--- src/rtl/sev_seg_scan_disp.sv ---
// Multi-digit seven-segment driver: one-bit-per-clock double-dabble BCD conversion of a
// loaded value, shown on a scanned common-anode display; result lands WIDTH+1 cycles after load.
module sev_seg_scan_disp #(
  parameter int WIDTH    = 10,
  parameter int DIGITS   = 4,
  parameter int SCAN_DIV = 1000
) (
  input  logic              clk,
  input  logic              reset,
  input  logic              load,
  input  logic [WIDTH-1:0]  value,
  output logic              busy,
  output logic              done,
  output logic [6:0]        seg,
  output logic [DIGITS-1:0] an
);
  localparam int NIB = DIGITS + 1;
  localparam int BW  = 4 * NIB;
  localparam int CW  = $clog2(WIDTH + 1);
  localparam int PW  = (SCAN_DIV > 1) ? $clog2(SCAN_DIV) : 1;
  localparam int IW  = (DIGITS > 1) ? $clog2(DIGITS) : 1;

  function automatic logic [63:0] pow10(input int n);
    logic [63:0] r = 64'd1;
    for (int i = 0; i < n; i++) r = r * 64'd10;
    return r;
  endfunction

  localparam logic [63:0] LIMIT = pow10(DIGITS);

  function automatic logic [6:0] segCode(input logic [3:0] d);
    case (d)
      4'd0:    segCode = 7'd64;
      4'd1:    segCode = 7'd121;
      4'd2:    segCode = 7'd36;
      4'd3:    segCode = 7'd48;
      4'd4:    segCode = 7'd25;
      4'd5:    segCode = 7'd18;
      4'd6:    segCode = 7'd2;
      4'd7:    segCode = 7'd120;
      4'd8:    segCode = 7'd0;
      4'd9:    segCode = 7'd16;
      default: segCode = 7'd127;
    endcase
  endfunction

  typedef enum logic [1:0] {IDLE, SHIFT, LATCH} state_t;

  state_t              state;
  logic [WIDTH-1:0]    binReg;
  logic [BW-1:0]       bcdReg;
  logic [BW-1:0]       bcdAdj;
  logic [CW-1:0]       bitCnt;
  logic                ovfWork;
  logic                ovfDisp;
  logic [4*DIGITS-1:0] dispBcd;
  logic [PW-1:0]       prescale;
  logic [IW-1:0]       index;
  logic [3:0]          curNib;
  logic                blank;

  // Add-3 correction applied to every nibble before the shift.
  always_comb begin
    bcdAdj = bcdReg;
    for (int i = 0; i < NIB; i++)
      if (bcdReg[4*i +: 4] >= 4'd5) bcdAdj[4*i +: 4] = bcdReg[4*i +: 4] + 4'd3;
  end

  always_ff @(posedge clk or posedge reset) begin
    if (reset) begin
      state   <= IDLE;
      binReg  <= '0;
      bcdReg  <= '0;
      bitCnt  <= '0;
      ovfWork <= 1'b0;
      ovfDisp <= 1'b0;
      dispBcd <= '0;
      busy    <= 1'b0;
      done    <= 1'b0;
    end else begin
      done <= 1'b0;
      case (state)
        IDLE: if (load) begin
          binReg  <= value;
          bcdReg  <= '0;
          bitCnt  <= CW'(WIDTH);
          ovfWork <= (64'(value) >= LIMIT);
          busy    <= 1'b1;
          state   <= SHIFT;
        end
        SHIFT: begin
          bcdReg <= {bcdAdj[BW-2:0], binReg[WIDTH-1]};
          binReg <= binReg << 1;
          bitCnt <= bitCnt - CW'(1);
          if (bitCnt == CW'(1)) state <= LATCH;
        end
        LATCH: begin
          dispBcd <= bcdReg[4*DIGITS-1:0];
          ovfDisp <= ovfWork;
          done    <= 1'b1;
          busy    <= 1'b0;
          state   <= IDLE;
        end
        default: state <= IDLE;
      endcase
    end
  end

  always_ff @(posedge clk or posedge reset) begin
    if (reset) begin
      prescale <= '0;
      index    <= '0;
    end else if (prescale == PW'(SCAN_DIV - 1)) begin
      prescale <= '0;
      index    <= (index == IW'(DIGITS - 1)) ? '0 : index + IW'(1);
    end else begin
      prescale <= prescale + PW'(1);
    end
  end

  // A digit is blank when it and every digit above it are zero; digit 0 always shows.
  always_comb begin
    curNib = dispBcd[4*int'(index) +: 4];
    blank  = (index != '0);
    for (int j = 0; j < DIGITS; j++)
      if (j >= int'(index) && dispBcd[4*j +: 4] != 4'd0) blank = 1'b0;
    an = ~(DIGITS'(1) << index);
    if (ovfDisp)    seg = 7'd63;
    else if (blank) seg = 7'd127;
    else            seg = segCode(curNib);
  end
endmodule

--- config.mk ---
export PLATFORM = sky130hd
export DESIGN_NAME = sev_seg_scan_disp
export DESIGN_NICKNAME = d
export VERILOG_FILES = /design/src/rtl/sev_seg_scan_disp.sv
export SDC_FILE = /design/constraint.sdc
export NUM_CORES = 1
export LEC_CHECK = 0
export ABC_AREA = 1
export CORE_MARGIN = 3
export CORE_UTILIZATION = 40
export CTS_BUF_LIST = sky130_fd_sc_hd__clkbuf_8
export DETAILED_ROUTE_END_ITERATION = 6
export GPL_TIMING_DRIVEN = 0
export HOLD_SLACK_MARGIN = 0.05
export PLACE_DENSITY = 0.69
export SLEW_MARGIN = 20
export SYNTH_ARGS = -nofsm -noshare
export SYNTH_HDL_FRONTEND = slang
export SYNTH_SLANG_ARGS = --single-unit
--- constraint.sdc ---
create_clock -name clk -period 5 [get_ports clk]
set_input_delay 1 -clock clk [delete_from_list [all_inputs] [get_ports clk]]
set_output_delay 1 -clock clk [all_outputs]
set_load 0.02 [all_outputs]
==> metrics.txt <==
Switching Share 41.2%; # port buffers 25; initial DRC count 151; cts hold-fix bufs 0; Site Rows 33; Starting Density 41.2%; post-route ant nets 0; syn avg cell area 8.04 um2; Overall Global Routing Usage 16.0%; fillcell total 815; Worst Hold Margin 0.483 ns; Area growth syn-to-layout 18.0%; critical path launch point type flop; number of diodes 0; layout cells sized above 1 10.1%; worst endpoint required time 4.00 ns; CTS Buf Count 9; vias in the first global route 2783; ys async rst share 100%; sequential share of power 35.3%; ys flop type dfrtp_1; final WL 7020 um; fin cells 570; Avg Vias per Cell 4.92; H-tree level count 3; maximum vdd drop 0.291 mV; post-detailed-placement half-perimeter wirelength 4990 um; Synth Instances 423; Post-Place Setup Slack 1.78 ns; Rel. slew slack 69.6%; Tmin final 3.57 ns; Pwr Density 560 mW/mm2; final max-slew violation count 0; Setup CP Type flop to primary output; CP endpoint kind primary output; count of final setup violators 0; Clock Skew 0.00727 ns; FF+latch count, synth 62; Remaining DRCs 0; # IOs 26; # nets final 494; register area share after synthesis 45.6%; area occupied by multi-input gates 0.00157 mm2; TNS Setup 0 ns; Tot Pwr 2.25 mW; crit path max fanout 9; antenna violations before repair 0; Netlist cell types 32; post-route cell area 0.00401 mm2; final hold violation count 0; Leak 1.97 nW; worst hold path type flop to flop; Syn Nets 457; Net Sw Power 926 uW; PostCTS Resize Cnt 0; Post-Syn Area 0.00340 mm2; clock sinks 62; Tcrit/Tclk final 71.4%; Int Pwr 1.32 mW; Worst-path clk slew 0.07 ns; Logic pwr share 45.0%; crit path DAT 2.57 ns; Worst Tran Pin Value 0.456 ns; die height 98.2 um; Seq. cell area 0.00155 mm2; gr ovfl total 0; Die ar. 0.00965 mm2; final worst setup slack 1.43 ns; CTS root buf clkbuf_8; CTS tree yes; RSZ-0062 raised after global routing no; clock power share 19.7%; placed cell count 554; CTS Buffer Depth 2; via count 2806; routability cong. 0.889; Max Clock Freq 280 MHz; die span in x 98.2 um; post-CTS setup buffer count 0; largest net degree at the start of global routing 48; outcome completed; core area 0.00826 mm2; Post-synth EDFFs 0; utilization after layout 48.6%; placed inst area 0.00381 mm2; Max-Cap Viols 0; Skew-Pair Late Insertion Delay 0.34 ns; WL/cell 12.3 um; YS warnings 0; DRT Pass-1 Iters 5; first-pass GRT wire length 12500 um
power groups by stage:
stage,clock network (mW),registers [mW],logic (mW)
detailed placement,0,0.801,1.01
global route,0.477,0.817,1.17
floorplan,0,0.777,0.755
global placement,0,0.798,0.978
finish,0.442,0.793,1.01
CTS,0.455,0.792,1.02
worst paths after layout:
kind | from | end | slack (ns) | cells after the start
max | index[1] | seg[3] | 1.43 | 8
min | bitCnt[3] | bitCnt[3] | 0.48 | 1
max reg2reg | state[0] | bcdReg[1] | 3.43 | 5
min reg2reg | bitCnt[3] | bitCnt[3] | 0.48 | 1
max in group asynchronous | reset | bcdReg[10] | 3.57 | 3
min in group asynchronous | reset | prescale[3] | 0.93 | 2
cell usage in the layout, fill, tap and decap left out, types with 6 or more instances in the layout:
master,synthesis,final
clkdlybuf4s50_1,0,25
nand2_1,100,100
a21oi_1,9,9
o21ai_0,44,44
nand3_1,34,34
o21ai_1,6,6
inv_1,48,48
nor2_1,39,39
ha_1,21,21
clkbuf_8,0,10
nor3_1,9,9
dfrtp_1,62,62
registers in the layout, summed over array words and instances (netlist names):
name and flops:
index 2, prescale 10, binReg 10, dispBcd 16
bitCnt 4, done 1, busy 1, state 2
bcdReg 16
kinds of logic after synthesis:
family | synth area share (%)
DFF | 45.6
adders and majority gates | 7.72
buffers and inverters | 8.13
xor gates and xnor gates | 0.515
and+or+nand+nor | 25.1
AOI/OAI and AO/OA | 12.9
worst max-delay path, cell delays in order (launching register included):
cell and delay (ns):
dfrtp_1 0.54, inv_2 0.15, ha_1 0.20, inv_1 0.07
nand2_1 0.05, nor3_1 0.17, nand3b_1 0.26, nand3_1 0.16
clkdlybuf4s50_1 0.61
cells in the mapped netlist (all sizes together) (3+ instances only):
cell,number,area [um2]
inv,53,199
o22ai,5,31.3
buf,10,70.1
nand3b,3,22.5
o211ai,3,22.5
o21ai,50,250
nor3,9,45.0
dfrtp,62,1550
nor2,42,170
a211oi,5,62.6
ha,21,263
a21oi,9,45.0
nand3,35,180
nand2,105,412
cell type report:
class	count	area share (%)
Clock inverter	6	1.56
Inverter	53	5.02
Sequential cell	62	38.7
Timing Repair Buffer	26	6.92
Buffer	12	1.93
Tap cell	105	3.27
Clock buffer	10	3.43
Multi-Input combinational cell	296	39.2
layer usage:
layer / up-vias / share of wire [%] / routed length (um) / global-route usage (%)
li1: 1449 / - / - / -
met1: 1294 / 47 / 3310 / 19.6
met2: 51 / 47 / 3290 / 26.7
met3: 12 / 4.1 / 288 / 5.07
met4: 0 / 1.9 / 130 / 5.67
met5: - / 0 / 0 / 0
Power figures use the tool's default switching activity.
